`src/rtl/alu_serial_adder.sv`:
```
// Bit-serial LSB-first adder: one full-adder cell, WIDTH clocks per result.
// Define ALU_SERIAL_FLAGS_EN to build the overflow/zero flag logic; otherwise both flags read 0.
module alu_serial_adder #(
    parameter int WIDTH = 8
) (
    input  logic             clk,
    input  logic             rst_n,
    input  logic             start,
    input  logic [WIDTH-1:0] opa,
    input  logic [WIDTH-1:0] opb,
    input  logic             cin,
    output logic             busy,
    output logic             done,
    output logic [WIDTH-1:0] sum,
    output logic             cout,
    output logic             overflow,
    output logic             zero
);

    localparam int CW = $clog2(WIDTH);

    typedef enum logic [1:0] {
        IDLE  = 2'd0,
        SHIFT = 2'd1,
        DONE  = 2'd2
    } state_t;

    state_t           state_q;
    logic [WIDTH-1:0] a_q;
    logic [WIDTH-1:0] b_q;
    logic [WIDTH-1:0] ps_q;
    logic [WIDTH-1:0] ps_d;
    logic [WIDTH-1:0] sum_q;
    logic [CW-1:0]    cnt_q;
    logic             c_q;
    logic             c_d;
    logic             s_bit;
    logic             last_bit;
    logic             busy_q;
    logic             done_q;
    logic             cout_q;

    always_comb begin
        s_bit    = a_q[0] ^ b_q[0] ^ c_q;
        c_d      = (a_q[0] & b_q[0]) | (a_q[0] & c_q) | (b_q[0] & c_q);
        ps_d     = {s_bit, ps_q[WIDTH-1:1]};
        last_bit = (cnt_q == CW'(WIDTH - 1));
    end

    always_ff @(posedge clk or negedge rst_n) begin
        if (!rst_n) begin
            state_q <= IDLE;
            a_q     <= '0;
            b_q     <= '0;
            ps_q    <= '0;
            sum_q   <= '0;
            cnt_q   <= '0;
            c_q     <= 1'b0;
            busy_q  <= 1'b0;
            done_q  <= 1'b0;
            cout_q  <= 1'b0;
        end else begin
            case (state_q)
                IDLE, DONE: begin
                    done_q <= 1'b0;
                    if (start) begin
                        a_q     <= opa;
                        b_q     <= opb;
                        c_q     <= cin;
                        ps_q    <= '0;
                        cnt_q   <= '0;
                        busy_q  <= 1'b1;
                        state_q <= SHIFT;
                    end else begin
                        state_q <= IDLE;
                    end
                end
                SHIFT: begin
                    ps_q  <= ps_d;
                    a_q   <= a_q >> 1;
                    b_q   <= b_q >> 1;
                    c_q   <= c_d;
                    cnt_q <= cnt_q + CW'(1);
                    if (last_bit) begin
                        sum_q   <= ps_d;
                        cout_q  <= c_d;
                        busy_q  <= 1'b0;
                        done_q  <= 1'b1;
                        state_q <= DONE;
                    end
                end
                default: begin
                    busy_q  <= 1'b0;
                    done_q  <= 1'b0;
                    state_q <= IDLE;
                end
            endcase
        end
    end

`ifdef ALU_SERIAL_FLAGS_EN
    logic ovf_q;
    logic zero_q;

    // On the last bit c_q is the carry into the MSB and c_d the carry out of it.
    always_ff @(posedge clk or negedge rst_n) begin
        if (!rst_n) begin
            ovf_q  <= 1'b0;
            zero_q <= 1'b0;
        end else if (state_q == SHIFT && last_bit) begin
            ovf_q  <= c_q ^ c_d;
            zero_q <= (ps_d == '0);
        end
    end

    assign overflow = ovf_q;
    assign zero     = zero_q;
`else
    assign overflow = 1'b0;
    assign zero     = 1'b0;
`endif

    assign busy = busy_q;
    assign done = done_q;
    assign sum  = sum_q;
    assign cout = cout_q;

endmodule

```
`config.mk`:
```
export PLATFORM = sky130hd
export DESIGN_NAME = alu_serial_adder
export DESIGN_NICKNAME = d
export VERILOG_FILES = /design/src/rtl/alu_serial_adder.sv
export SDC_FILE = /design/constraint.sdc
export NUM_CORES = 1
export LEC_CHECK = 0
export CAP_MARGIN = 5
export CORE_ASPECT_RATIO = 1.5
export CORE_MARGIN = 2
export CORE_UTILIZATION = 56
export DETAILED_ROUTE_END_ITERATION = 12
export HOLD_SLACK_MARGIN = 0.06
export PLACE_DENSITY = 0.93
export SKIP_CTS_REPAIR_TIMING = 1
export SLEW_MARGIN = 20
export SYNTH_ARGS = -nofsm -noshare
export SYNTH_HDL_FRONTEND = slang
export SYNTH_SLANG_ARGS = --single-unit
```
`constraint.sdc`:
```
create_clock -name clk -period 4.6 [get_ports clk]
set_input_delay 0.69 -clock clk [delete_from_list [all_inputs] [get_ports clk]]
set_output_delay 0.69 -clock clk [all_outputs]
set_load 0.05 [all_outputs]
```
==> results.cfg <==
[status]
status = complete, no violations

[setup_path]
cp.required_ns = 3.91
path_delay_family = buffers and inverters
cp-end-kind = output port
slowest_delay_ns = 0.81
path_buf_inv = 1
crit_arrival_ns = 1.46
path_max_fanout = 3
rr_worst_depth = 4
slowest_stage = clkdlybuf4s50_1
critical_path_depth = 1
crit_chain = clkdlybuf4s50_1
worstReg2RegEnd = sum[1]
crit_type = flop to output port
r2r_slack_ns = 2.89
cp-start-kind = flop
rr_startpoint = cnt_q[0]

[finish]
insertedDiodeCount = 0
fin_area_mm2 = 0.00228
fin_cells = 230
layout.nets = 212
final_cell_mix = 39 x dfrtp_1, 28 x clkdlybuf4s50_1, 18 x mux2_2
area_delta_synth_final_pct = 15.9
final_common_cell = dfrtp_1
drive_gt1_frac = 0.149
regArea_um2 = 976
multi_input_area_um2 = 866
fill_cells = 273

[logic_synthesis]
yosysUniqueCellTypes = 24
synthArstFlopShare = 1.00
synthAdderAreaFrac = 0.0229
synth_edf_count = 0
synth-compound-area-share = 0.146
synth_xor_area_frac = 0
yosys.area_share.simple = 0.0784
seq_area_frac_synth = 0.497
ys_ff_latch = 39
synth_top_family_by_area = multiplexers
ys.flop_type = dfrtp_1
yosysWarnings = 0
muxShareOfSynthArea = 0.190
netlist_instances = 163
avgSynthCellArea_um2 = 12.0
syn_area_mm2 = 0.00196

[global_routing]
grt_max_degree = 49
gr-total-overflow = 0
grt_use_total = 0.215
grt_pass1_vias = 1381
antenna_found_initial = 0
grt_pass1_wl_um = 6470

[die]
design.die.area_mm2 = 0.00401
ios = 33
die_w_um = 52.3
start_util = 0.580
rows = 26
core_mm2 = 0.00338
die_h_um = 76.5

[clock_network]
clk_path_buf_depth = 2
clock_latency_ns = 0.29
cts_buffers = 5
cts_max_level = 2
clockRootBuffer = clkbuf_8
cts_sinks = 39
cts_tree = done
cts.clk_slew.worst_paths_ns = 0.07

[sta]
slew_headroom = 0.428
setup-tns-final_ns = 0
max_freq_ghz = 0.465
rsz0062_at_grt = false
drv_slew = 0
skew_ns = 0.00570
min_period_ns = 2.15
timing.final.crit_share = 0.468
tightest_slew_ns = 0.858
hold_viol_final = 0
setup_viol_count_final = 0

[hold_path]
hold_path.class = input port to asynchronous set/reset pin

[job]
max_cap_violations = 0

[power_and_ir_drop]
cell_internal_pwr_uw = 941
peakVddDrop_mv = 0.397
p_seq_frac = 0.397
clockPowerShare = 0.133
sw_frac_of_total = 0.404
p_leak_nw = 0.945
comb_power_share = 0.470
power_per_cell_area_mw_per_mm2 = 694
total_power_mw = 1.58
p_sw_uw = 638

[placed_design]
dpl_cell_area_mm2 = 0.00221
dp_hpwl_um = 2580
numPortBuffers = 30
gp_congestion = 0.744
dp.cells = 224

[route]
routed_wl_um = 3910
drc = 0
viasPerCell = 5.93
postRouteAntennaNets = 0
vias = 1363
drt-initial-drc-count = 28
wl_per_cell_um = 17.0
dr.pass1.iters = 4
==> layout make-up <==
class                           count  share of cell area
Sequential cell                    39               0.429
Multi-Input combinational cell    110               0.380
Timing Repair Buffer               32               0.134
Clock buffer                        6              0.0319
Tap cell                           42              0.0231
Inverter                            1             0.00165
==> how the worst max path moves through the flow <==
stage | to | start | slack, ns
floorplan | ps_q[7] | done | 3.09
global placement | ps_q[1] | start | 2.07
detailed placement | ps_q[4] | start | 1.94
CTS | ps_q[4] | start | 2.27
global route | busy | busy | 2.41
finish | busy | busy | 2.45
==> synth_stat cells (2+ instances only) <==
cell type	number	area, um^2
a211oi_1	15	113
a21oi_1	15	75.1
a22o_1	9	78.8
buf_12	2	40.0
buf_2	5	25.0
buf_4	4	30.0
buf_6	2	22.5
dfrtp_1	39	976
ha_1	2	25.0
mux2_2	18	203
mux2i_1	17	170
nand2_1	3	11.3
nand2b_1	2	12.5
nand3_1	3	15.0
nor2_1	2	7.51
nor2b_1	15	93.8
o21ai_0	3	15.0
==> power by group through the flow <==
stage	logic [mW]	registers [mW]	clock network [mW]
global route	0.796	0.649	0.230
finish	0.741	0.627	0.210
global placement	0.698	0.614	0
floorplan	0.421	0.745	0
detailed placement	0.742	0.630	0
CTS	0.747	0.626	0.218
==> routing by layer <==
layer  global-route usage  wire (um)
met1                0.279       1650
met3               0.0549        153
met2                0.339       2040
met5                    0          0
met4               0.0846         76
==> kinds of logic after synthesis <==
logic type,Yosys count
buffers and inverters,15
other,1
flip-flops,39
adder cells (fa/ha/maj),3
AND/OR/NAND/NOR,27
AO/OA/AOI/OAI,43
multiplexers,35
==> registers in the layout, indices dropped and copies added (netlist names) <==
signal and count:
sum 8, a_q 8, c_q 1, busy 1
b_q 8, cnt_q 3, state_q 1, cout 1
done 1, ps_q 7
==> per-stage QoR <==
step	util	hold WS, ns	setup slack (ns)
2_1_floorplan	-	0.394	3.09
3_3_place_gp	0.653	0.469	2.07
3_5_place_dp	0.653	0.497	1.94
4_1_cts	0.674	0.514	2.27
5_1_grt	0.673	0.522	2.41
6_report	0.673	0.508	2.45
No activity file was read; power rests on OpenSTA's default activity.
